$ cat config.mk
export PLATFORM = sky130hd
export DESIGN_NAME = instruction_encode
export DESIGN_NICKNAME = d
export VERILOG_FILES = /design/src/rtl/cpu_package.sv /design/src/rtl/instruction_pack.sv /design/src/rtl/instruction_encode.sv
export SDC_FILE = /design/constraint.sdc
export NUM_CORES = 1
export LEC_CHECK = 0
export BUFFER_PORTS_ARGS = -buffer_cell sky130_fd_sc_hd__buf_4
export CAP_MARGIN = 20
export CORE_ASPECT_RATIO = 0.7
export CORE_MARGIN = 3
export CORE_UTILIZATION = 53
export CTS_CLUSTER_SIZE = 28
export DETAILED_ROUTE_END_ITERATION = 7
export PLACE_DENSITY = 0.89
export SYNTH_ARGS = -nofsm -noshare
export SYNTH_HDL_FRONTEND = slang
export SYNTH_HIERARCHICAL = 1
export SYNTH_SLANG_ARGS = --single-unit
export TNS_END_PERCENT = 100
$ cat constraint.sdc
create_clock -name clk -period 2.6 [get_ports clk]
set_input_delay 0 -clock clk [delete_from_list [all_inputs] [get_ports clk]]
set_output_delay 0 -clock clk [all_outputs]
set_load 0.02 [all_outputs]
$ cat src/rtl/cpu_package.sv
// Shared encode/decode definitions: instruction formats, field positions
// and the signed-range helper used by the immediate checks.
package cpu_package;

    typedef enum logic [2:0] {
        R_TYPE = 3'd0,
        I_TYPE = 3'd1,
        S_TYPE = 3'd2,
        B_TYPE = 3'd3,
        U_TYPE = 3'd4,
        J_TYPE = 3'd5
    } instruction_type_t;

    localparam int OPCODE_LSB = 0;
    localparam int RD_LSB     = 7;
    localparam int FUNCT3_LSB = 12;
    localparam int RS1_LSB    = 15;
    localparam int RS2_LSB    = 20;
    localparam int FUNCT7_LSB = 25;

    typedef struct packed {
        logic [31:0] instruction;
        logic        imm_error;
    } enc_word_t;

    // True when bits [31:msb] are all equal, i.e. v fits a signed (msb+1)-bit field.
    function automatic logic sext_fits(input logic [31:0] v,
                                       input int unsigned msb);
        logic [31:0] m;
        m = 32'hFFFF_FFFF << msb;
        return ((v & m) == m) || ((v & m) == 32'h0);
    endfunction

endpackage

$ cat src/rtl/instruction_pack.sv
// Combinational field packer and immediate range checker for all
// six base instruction formats.
module instruction_pack
    import cpu_package::*;
(
    input  instruction_type_t instruction_type,
    input  logic [6:0]        opcode,
    input  logic [4:0]        rd,
    input  logic [4:0]        rs1,
    input  logic [4:0]        rs2,
    input  logic [2:0]        funct3,
    input  logic [6:0]        funct7,
    input  logic [31:0]       immediate,
    output logic [31:0]       instruction,
    output logic              imm_error
);

    always_comb begin
        instruction = 32'h0;
        imm_error   = 1'b0;
        instruction[OPCODE_LSB +: 7] = opcode;
        case (instruction_type)
            R_TYPE: begin
                instruction[RD_LSB +: 5]     = rd;
                instruction[FUNCT3_LSB +: 3] = funct3;
                instruction[RS1_LSB +: 5]    = rs1;
                instruction[RS2_LSB +: 5]    = rs2;
                instruction[FUNCT7_LSB +: 7] = funct7;
            end
            I_TYPE: begin
                instruction[RD_LSB +: 5]     = rd;
                instruction[FUNCT3_LSB +: 3] = funct3;
                instruction[RS1_LSB +: 5]    = rs1;
                instruction[31:20]           = immediate[11:0];
                imm_error = !sext_fits(immediate, 11);
            end
            S_TYPE: begin
                instruction[31:25]           = immediate[11:5];
                instruction[RS2_LSB +: 5]    = rs2;
                instruction[RS1_LSB +: 5]    = rs1;
                instruction[FUNCT3_LSB +: 3] = funct3;
                instruction[11:7]            = immediate[4:0];
                imm_error = !sext_fits(immediate, 11);
            end
            B_TYPE: begin
                instruction[31]              = immediate[12];
                instruction[30:25]           = immediate[10:5];
                instruction[RS2_LSB +: 5]    = rs2;
                instruction[RS1_LSB +: 5]    = rs1;
                instruction[FUNCT3_LSB +: 3] = funct3;
                instruction[11:8]            = immediate[4:1];
                instruction[7]               = immediate[11];
                imm_error = !sext_fits(immediate, 12)
                          || immediate[0];
            end
            U_TYPE: begin
                instruction[31:12]       = immediate[31:12];
                instruction[RD_LSB +: 5] = rd;
                imm_error = |immediate[11:0];
            end
            J_TYPE: begin
                instruction[31]          = immediate[20];
                instruction[30:21]       = immediate[10:1];
                instruction[20]          = immediate[11];
                instruction[19:12]       = immediate[19:12];
                instruction[RD_LSB +: 5] = rd;
                imm_error = !sext_fits(immediate, 20)
                          || immediate[0];
            end
            default: begin
                imm_error = 1'b0;
            end
        endcase
    end

endmodule

$ cat src/rtl/instruction_encode.sv
// Instruction encoder: packs fields per format and queues the result
// in a 2-entry FIFO with valid/ready handshakes on both sides.
module instruction_encode
    import cpu_package::*;
(
    input  logic              clk,
    input  logic              rst,
    input  logic              in_valid,
    output logic              in_ready,
    input  instruction_type_t instruction_type,
    input  logic [6:0]        opcode,
    input  logic [4:0]        rd,
    input  logic [4:0]        rs1,
    input  logic [4:0]        rs2,
    input  logic [2:0]        funct3,
    input  logic [6:0]        funct7,
    input  logic [31:0]       immediate,
    output logic              out_valid,
    input  logic              out_ready,
    output logic [31:0]       instruction,
    output logic              imm_error,
    output logic [15:0]       encoded_count
);

    enc_word_t   mem [2];
    enc_word_t   packed_word;
    logic [1:0]  count;
    logic        wptr;
    logic        rptr;
    logic        rst_done;
    logic        push;
    logic        pop;

    instruction_pack u_pack (
        .instruction_type (instruction_type),
        .opcode           (opcode),
        .rd               (rd),
        .rs1              (rs1),
        .rs2              (rs2),
        .funct3           (funct3),
        .funct7           (funct7),
        .immediate        (immediate),
        .instruction      (packed_word.instruction),
        .imm_error        (packed_word.imm_error)
    );

    // rst_done keeps in_ready low until the first edge after reset.
    assign in_ready  = rst_done && (count < 2'd2);
    assign out_valid = (count != 2'd0);
    assign push      = in_valid && in_ready;
    assign pop       = out_valid && out_ready;

    always_ff @(posedge clk or posedge rst) begin
        if (rst) begin
            count         <= 2'd0;
            wptr          <= 1'b0;
            rptr          <= 1'b0;
            rst_done      <= 1'b0;
            encoded_count <= 16'h0;
            mem[0]        <= '0;
            mem[1]        <= '0;
        end else begin
            rst_done <= 1'b1;
            if (push) begin
                mem[wptr] <= packed_word;
                wptr      <= ~wptr;
            end
            if (pop) begin
                rptr          <= ~rptr;
                encoded_count <= encoded_count + 16'd1;
            end
            case ({push, pop})
                2'b10:   count <= count + 2'd1;
                2'b01:   count <= count - 2'd1;
                default: count <= count;
            endcase
        end
    end

    assign instruction = mem[rptr].instruction;
    assign imm_error   = mem[rptr].imm_error;

endmodule

==> results of run 1 <==
## sequential cells by signal, indices dropped and copies added, names as in the netlist
register,flops
encoded_count,16
rst_done,1
rptr,1
count,2
wptr,1
mem,66
## per-stage QoR
step	setup slack, ns	cell area, um2	std cells	hold WS [ns]	total power, mW
2_1_floorplan	0.350	4600	368	0.193	4.08
3_3_place_gp	0.791	5520	583	0.154	5.03
3_5_place_dp	0.713	5520	583	0.159	5.16
4_1_cts	0.689	5900	607	0.00489	6.47
5_1_grt	0.570	5900	607	0.0258	6.78
6_report	0.717	5900	607	0.0106	6.40
## per-layer routing
layer | global-route usage | wire length [um] | vias to the layer above
met5 | 0 | 0 | -
met4 | 0.0554 | 148 | 0
met3 | 0.0569 | 702 | 16
met2 | 0.368 | 5110 | 141
met1 | 0.283 | 4500 | 1663
li1 | - | - | 1590
## worst reg2reg max path, stage by stage (launching register included)
cell	delay, ns
dfrtp_1	0.46
nor2b_4	0.18
nand3_2	0.42
buf_4	0.37
mux2_1	0.33
## power by group through the flow
stage | Clock, mW | Combinational, mW | Sequential [mW]
after floorplan | 0 | 1.81 | 2.27
after global placement | 0 | 2.75 | 2.28
after detailed placement | 0 | 2.82 | 2.33
after CTS | 1.32 | 2.84 | 2.31
after global routing | 1.38 | 3.02 | 2.39
final | 1.28 | 2.81 | 2.31
## cell type report
type,count,area (um2)
well taps,116,145
clock inverters,7,77.6
clock buffers,9,225
flip-flops and latches,87,2180
repair buffers,134,1040
fillers,585,2240
multi-input cells,248,2210
inverters,6,23.8
## cells in the final DEF (no fill, tap or decap), drive strengths merged, types with 2 or more instances in the layout
master,n
ha,2
nand4,8
nand2,19
o211ai,3
a22o,13
nor2,11
buf,126
nand3,9
o22ai,6
nor3,3
dfrtp,87
nor4,9
o21ai,7
mux2,102
xor2,7
and3,2
clkbuf,9
a22oi,17
a31oi,5
inv,8
clkinv,3
dlygate4sd3,8
xnor2,14
nor2b,2
## worst paths after layout
| kind | start | endpoint | slack, ns |
|---|---|---|---|
| min | in_valid | wptr | 0.01 |
| max in group asynchronous | rst | mem[39] | 1.58 |
| min reg2reg | mem[46] | mem[46] | 0.48 |
| max reg2reg | count[1] | mem[19] | 0.72 |
| max | count[1] | mem[19] | 0.72 |
| min in group asynchronous | rst | encoded_count[14] | 0.34 |
## repair_timing
item | in CTS | in global routing
setup endpoints to repair | 0 | 0
endpoints found under the hold margin | 57 | 0
resized for setup | 0 | 0
hold buffers | 8 | 0
## cells by family after synthesis
group | count (synthesis) | share of synthesized area
xor gates and xnor gates | 21 | 0.0399
muxes | 103 | 0.252
adders and majority gates | 2 | 0.00543
and+or+nand+nor | 65 | 0.0899
AOI/OAI and AO/OA | 56 | 0.0927
buffers and inverters | 33 | 0.0467
DFF | 87 | 0.473
other | 1 | 0.000814
==> results.yml, run 1 <==
yosys:
  synthFlopType: "dfrtp_1"
  synth-seq-cells: 87
  synthTopCellsByArea: "dfrtp_1, mux2_1, mux2_2"
  synth_area_leader_cell: "dfrtp_1"
  synth_common_cells: "dfrtp_1, mux2_1, mux2_2, nand2_1, a22oi_1"
  syn_area_um2: 4600
  avgSynthCellArea_um2: 12.5
  yosys_warnings: 6
  yosysUniqueCellTypes: 46
  synth_nets: 441
  synth.top_cell.area_share: 0.473
  synth_edf_count: 0
  syn_inst: 368
  synth_most_common_cell: "dfrtp_1"
  ys_async_sr_fraction: 1.00
  synth-seq-area-share: 0.473
worst_setup_path:
  cp.depth: 4
  cp.required_ns: 2.81
  ff2ff_path_depth: 4
  path_cells: "nor2b_4 -> nand3_2 -> buf_4 -> mux2_1"
  cpMaxStageDelayCell: "dfrtp_1"
  crit_type: "reg2reg"
  slowest_delay_ns: 0.46
  startpoint_type: "flip-flop"
  cp_num_buf_inv: 1
  arrival_ns: 2.09
  cp_top_family: "simple AND/OR/NAND/NOR gates"
  endpoint_kind: "flip-flop"
  critical_path.max_fanout: 18
timing:
  slew-limit-headroom: 0.420
  fmax_mhz: 531
  finalHoldViolations: 0
  tightest_slew_ns: 0.868
  final_max_slew_viol_count: 0
  rsz0062_at_grt: "no"
  fin_skew_ns: 0.00640
  fin_crit_ns: 1.88
  period_share: 0.724
  setup_viol: 0
  setup_tns_ns: 0
finish:
  diodes: 0
  area_growth_pct: 28.1
  utilization: 0.725
  layout-drive-gt1-share: 0.407
  final_net_count: 559
clocking:
  cts_sinks: 87
  post-cts-setup-buffers: 0
  htree_levels: 3
  clk_pin_slew_ns: 0.07
  cts-root-buf: "clkbuf_16"
  clk_path_buf_depth: 2
  cts_tree: "built"
  clk_latency_ns: 0.33
  cts_buffers: 9
pwr:
  p_clk_frac: 0.201
  power.share.switching: 0.358
  power_frac_seq: 0.360
  p_comb_frac: 0.439
  vdd_drop_max_uv: 837
  leakage_nw: 2.74
  power_switching_mw: 2.29
  p_int_mw: 4.11
  pwr_density_cell_nw_per_um2: 1080
floorplan:
  rows: 27
  start_util: 0.566
  ios: 122
  core_um2: 8140
  die-area_um2: 9860
  die_w_um: 117
  die_y_um: 84.0
global_route:
  grt_antenna_before_repair: 0
  first_global_vias: 3496
  grt_pass1_wl_um: 17600
  grt_max_degree: 45
  grt_use_total: 0.218
  gr-total-overflow: 0
status:
  status: "finished, final reports clean"
drt:
  drc_errors: 0
  via_per_inst: 5.62
  wl_per_cell_um: 17.2
  wl_um: 10500
  drt_iter0_drc: 240
  drtPass1Iterations: 5
  ant_nets: 0
  vias: 3410
place:
  io_buffers: 121
  gp_congestion: 0.937
  place_hpwl_um: 7700
min_path:
  holdPathStages: 3
  hold_class: "in2reg"
run:
  maxCapViolations: 0
No activity file was read; power rests on OpenSTA's default activity.
==> inputs of run 2 (changes only) <==
==> constraint.sdc (replaced) <==
create_clock -name clk -period 1.9 [get_ports clk]
set_input_delay 0 -clock clk [delete_from_list [all_inputs] [get_ports clk]]
set_output_delay 0 -clock clk [all_outputs]
set_load 0.02 [all_outputs]
==> run 2 against run 1 <==
  * Via count is 1.4% higher
  * Non-clock buffer count grew 3
  * Worst hold slack better by 0.011 ns
  * Combinational power grew 39%
  * Final cell count up 0.49%
  * Sequential share of layout area is 0.39 points lower
  * Clock power rose by 36%
  * Worst setup slack worse by 0.49 ns
  * Clock-buffer cell count is 2 higher
==> results.yml, run 2 (synthesis gave the netlist of run 1 again) <==
place:
  place_hpwl_um: 7810
  io_buffers: 121
  dp_cells: 585
  gp_congestion: 0.948
  placement.setup.worst_slack_ns: 0.153
finish:
  largest_register_ffs: 66
  reg_top3: "mem x66, encoded_count x16, count x2"
  largest_register: "mem"
  area_growth_pct: 29.5
  final_cell_mix: "buf_4, dfrtp_1, mux2_1, mux2_2, nand2_1"
  n_fill_cell: 545
  final_common_cell: "buf_4"
  layout-drive-gt1-share: 0.407
  fin_cells: 610
  diodes: 0
  final_net_count: 562
global_route:
  grt_use_total: 0.223
  gr-total-overflow: 0
  first_global_vias: 3602
  grt_pass1_wl_um: 17700
  grt_max_degree: 88
  grt_antenna_before_repair: 0
run:
  maxCapViolations: 0
worst_setup_path:
  critPathLaunch: "count[0]"
  cp_top_family: "flip-flops"
  endpoint: "count[1]"
  crit_type: "reg2reg"
  cpMaxStageDelayCell: "dfrtp_1"
  cp.required_ns: 2.11
  endpoint_kind: "flip-flop"
  cp.depth: 6
  arrival_ns: 1.88
  worstReg2RegEnd: "count[1]"
  startpoint_type: "flip-flop"
  critical_path.max_fanout: 7
  r2r_start: "count[0]"
  cp_num_buf_inv: 1
  path_cells: "o21ai_4 -> inv_1 -> ha_1 -> xnor2_1 -> nor2_1 -> xor2_1"
  ff2ff_path_depth: 6
  slowest_delay_ns: 0.45
  reg2reg_setup_slack_ns: 0.23
pwr:
  p_int_mw: 5.69
  power_frac_seq: 0.359
  p_clk_frac: 0.198
  p_comb_frac: 0.443
  leakage_nw: 2.76
  power_switching_mw: 3.11
  power.share.switching: 0.354
  vdd_drop_max_uv: 968
  pwr_density_cell_nw_per_um2: 1480
timing:
  tightest_slew_ns: 0.735
  rsz0062_at_grt: "no"
  holdWs_ns: 0.0219
  final_max_slew_viol_count: 0
  setup_viol: 0
  fin_skew_ns: 0.00520
  fmax_mhz: 600
  period_share: 0.878
  finalHoldViolations: 0
  fin_ws_ns: 0.232
  slew-limit-headroom: 0.509
  fin_crit_ns: 1.67
  setup_tns_ns: 0
drt:
  ant_nets: 0
  via_per_inst: 5.67
  drt_iter0_drc: 269
  drtPass1Iterations: 5
  wl_um: 10700
  vias: 3459
  drc_errors: 0
  wl_per_cell_um: 17.5
clocking:
  clk_path_buf_depth: 2
  cts-root-buf: "clkbuf_16"
  post-cts-setup-buffers: 0
  ctsHoldBuffers: 9
  cts_resized: 0
  htree_levels: 3
  cts_buffers: 9
  cts_tree: "built"
  cts_sinks: 87
  clk_pin_slew_ns: 0.06
  clk_latency_ns: 0.33
floorplan:
  core_um2: 8140
  die-area_um2: 9860
  start_util: 0.566
  ios: 122
  die_w_um: 117
  die_y_um: 84.0
  rows: 27
min_path:
  hold_class: "in2reg"
status:
  status: "finished, final reports clean"
-- run 2: power groups by stage --
| stage | Clock (mW) | Sequential [mW] | Combinational [mW] |
|---|---|---|---|
| 2_1_floorplan | 0 | 3.11 | 2.48 |
| 3_3_place_gp | 0 | 3.11 | 3.84 |
| 3_5_place_dp | 0 | 3.20 | 3.92 |
| 4_1_cts | 1.79 | 3.17 | 3.96 |
| 5_1_grt | 1.87 | 3.27 | 4.18 |
| 6_report | 1.74 | 3.17 | 3.90 |
-- run 2: layout make-up --
| type | count | area [um2] | area share |
|---|---|---|---|
| repair buffers | 137 | 1100 | 0.185 |
| flip-flops and latches | 87 | 2180 | 0.365 |
| clock buffers | 11 | 243 | 0.0407 |
| multi-input cells | 248 | 2210 | 0.371 |
| inverters | 6 | 26.3 | 0.00441 |
| clock inverters | 5 | 57.6 | 0.00965 |
| well taps | 116 | 145 | 0.0243 |
-- run 2: how the worst min path moves through the flow --
stage / start / end / slack [ns] / depth (start not counted)
5_1_grt: rs1[0] / mem[16] / 0.04 / 3
6_report: rs1[1] / mem[17] / 0.02 / 3
4_1_cts: rs1[1] / mem[17] / 0.01 / 3
3_3_place_gp: rst / rst_done / 0.16 / 3
2_1_floorplan: in_valid / wptr / 0.19 / 2
3_5_place_dp: rst / rst_done / 0.17 / 3
-- run 2: tightest hold or removal path, stage by stage --
cell and delay [ns]:
buf_4 0.08, a22o_1 0.13, mux2_1 0.11
-- run 2: routing by layer --
metal | global-route usage | part of all wire | vias to the layer above
met3 | 0.0630 | 0.068 | 23
met5 | 0 | 0 | -
met2 | 0.363 | 0.49 | 144
met1 | 0.284 | 0.42 | 1700
met4 | 0.0831 | 0.022 | 0
li1 | - | - | 1592
-- run 2: through the flow --
| stage | power, mW | utilization | area (um2) |
|---|---|---|---|
| 4_1_cts | 8.92 | 0.732 | 5960 |
| 3_3_place_gp | 6.95 | 0.684 | 5570 |
| 2_1_floorplan | 5.59 | - | 4610 |
| 3_5_place_dp | 7.12 | 0.684 | 5570 |
| 5_1_grt | 9.33 | 0.732 | 5960 |
| 6_report | 8.81 | 0.732 | 5960 |
==> inputs of run 3 (changes only) <==
--- a/config.mk
+++ b/config.mk
@@ -9,10 +9,10 @@
 export CAP_MARGIN = 20
 export CORE_ASPECT_RATIO = 0.7
 export CORE_MARGIN = 3
-export CORE_UTILIZATION = 53
+export CORE_UTILIZATION = 57
 export CTS_CLUSTER_SIZE = 28
 export DETAILED_ROUTE_END_ITERATION = 7
-export PLACE_DENSITY = 0.89
+export PLACE_DENSITY_LB_ADDON = 0.1
 export SYNTH_ARGS = -nofsm -noshare
 export SYNTH_HDL_FRONTEND = slang
 export SYNTH_HIERARCHICAL = 1
==> constraint.sdc (replaced) <==
create_clock -name clk -period 2.01 [get_ports clk]
set_input_delay 0 -clock clk [delete_from_list [all_inputs] [get_ports clk]]
set_output_delay 0 -clock clk [all_outputs]
set_load 0.02 [all_outputs]
==> run 3 against run 2 <==
  * Global-route usage up 2.7 points
  * Die area down 6.6%
  * Sequential share of layout area up 0.25 points
  * Utilization up 4.9 points
  * Final cell count down 2.8%
  * Register-to-register slack about the same
  * Combinational power down 5%
  * Highest routed layer unchanged
  * Largest power group unchanged
  * Non-clock buffer count up 2
  * Fmax down 5.9%
==> results.yml, run 3 (synthesis gave the netlist of run 1 again) <==
timing:
  rsz0062_at_grt: "no"
  final_max_slew_viol_count: 0
  tightest_slew_ns: 0.786
  setup_tns_ns: 0
  fin_ws_ns: 0.239
  fin_skew_ns: 0.00640
  slew-limit-headroom: 0.475
  setup_viol: 0
  fin_crit_ns: 1.77
  fmax_mhz: 565
  period_share: 0.881
  finalHoldViolations: 0
drt:
  wl_um: 10800
  via_per_inst: 5.77
  ant_nets: 0
  drt_iter0_drc: 194
  wl_per_cell_um: 18.3
  drc_errors: 0
  drtPass1Iterations: 4
  vias: 3422
finish:
  seqCellArea_um2: 2180
  final_net_count: 564
  final_cell_mix: "buf_4, dfrtp_1, mux2_1, mux2_2, nand2_1"
  reg_top3: "mem x66, encoded_count x16, count x2"
  fin_area_um2: 5920
  area_growth_pct: 28.6
  largest_register: "mem"
  final_common_cell: "buf_4"
  diodes: 0
  largest_register_ffs: 66
  multi_input_area_um2: 2210
  fin_cells: 593
  n_fill_cell: 480
  layout-drive-gt1-share: 0.406
clocking:
  cts_buffers: 9
  cts_sinks: 87
  htree_levels: 3
  cts_resized: 0
  clk_latency_ns: 0.34
  clk_pin_slew_ns: 0.06
  cts-root-buf: "clkbuf_16"
  clk_path_buf_depth: 2
  cts_tree: "built"
floorplan:
  die-area_um2: 9210
  start_util: 0.607
  core_um2: 7580
  die_w_um: 113
  die_y_um: 81.2
  ios: 122
  rows: 26
worst_setup_path:
  cp.required_ns: 2.27
  arrival_ns: 2.03
  slowest_delay_ns: 0.46
  critical_path.max_fanout: 10
  startpoint_type: "flip-flop"
  crit_type: "reg2reg"
  path_cells: "o21ai_4 -> inv_1 -> ha_1 -> nor2_1 -> xor2_1"
  cpMaxStageDelayCell: "dfrtp_1"
  endpoint_kind: "flip-flop"
global_route:
  grt_max_degree: 38
  grt_antenna_before_repair: 0
  first_global_vias: 3603
  grt_pass1_wl_um: 17900
  grt_use_total: 0.250
  gr-total-overflow: 0
place:
  postPlaceCellArea_um2: 5550
  placement.setup.worst_slack_ns: 0.274
  io_buffers: 121
  dp_cells: 569
  place_hpwl_um: 7890
  gp_congestion: 0.848
pwr:
  p_clk_frac: 0.193
  p_comb_frac: 0.447
  leakage_nw: 2.76
  power_switching_mw: 2.96
  power.share.switching: 0.358
  p_int_mw: 5.32
  p_total_mw: 8.29
  pwr_density_cell_nw_per_um2: 1400
  vdd_drop_max_uv: 931
  power_frac_seq: 0.360
status:
  status: "finished, final reports clean"
min_path:
  hold_class: "in2reg"
run:
  maxCapViolations: 0
## run 3: critical path, delay by kind of cell, from the launching register on
kind,cells,cell delay (ns)
flops,1,0.46
compound gates,1,0.41
simple gates,1,0.15
fa+ha+maj,1,0.36
buf+inv,1,0.17
xor+xnor,1,0.15
## run 3: routing by layer
| layer | up-vias | wire (um) | share of wire | global-route usage |
|---|---|---|---|---|
| met1 | 1684 | 4720 | 0.44 | 0.321 |
| met2 | 131 | 5250 | 0.48 | 0.428 |
| met5 | - | 0 | 0 | 0 |
| li1 | 1599 | - | - | - |
| met4 | 0 | 78 | 0.0072 | 0.0504 |
| met3 | 8 | 791 | 0.073 | 0.0715 |
## run 3: through the flow
stage                      util  hold WS (ns)
after global placement    0.732        0.0223
after detailed placement  0.732        0.0268
after global routing      0.781        0.0308
after floorplan               -         0.193
final                     0.781        0.0257
after CTS                 0.781        0.0155
## run 3: cell type report
class                      count  share of cell area
tap                           98              0.0207
clock inverter                 4             0.00803
sequential                    87               0.368
inverter                       6             0.00444
multi-input combinational    248               0.374
timing repair buffer         139               0.186
clock buffer                  11              0.0393
## run 3: path summary, 6_finish.rpt
check / to / start / slack, ns / cells past startpoint
setup / recovery: count[1] / count[0] / 0.24 / 5
hold / removal: mem[16] / rs1[0] / 0.03 / 3
setup reg to reg: count[1] / count[0] / 0.24 / 5
hold reg to reg: mem[44] / mem[44] / 0.48 / 1
max in group asynchronous: mem[30] / rst / 1.20 / 4
min in group asynchronous: encoded_count[6] / rst / 0.24 / 3
## run 3: power groups by stage
stage	Clock [mW]	Combinational [mW]	Sequential, mW
2_1_floorplan	0	2.34	2.94
3_3_place_gp	0	3.63	2.95
3_5_place_dp	0	3.70	3.01
4_1_cts	1.64	3.74	2.99
5_1_grt	1.72	3.96	3.09
6_report	1.60	3.71	2.99
## run 3: what timing repair did
| item | 4_1_cts | 5_1_grt |
|---|---|---|
| hold endpoints to repair | 29 | 0 |
| hold buffers | 9 | 0 |
| setup buffers | 0 | 0 |
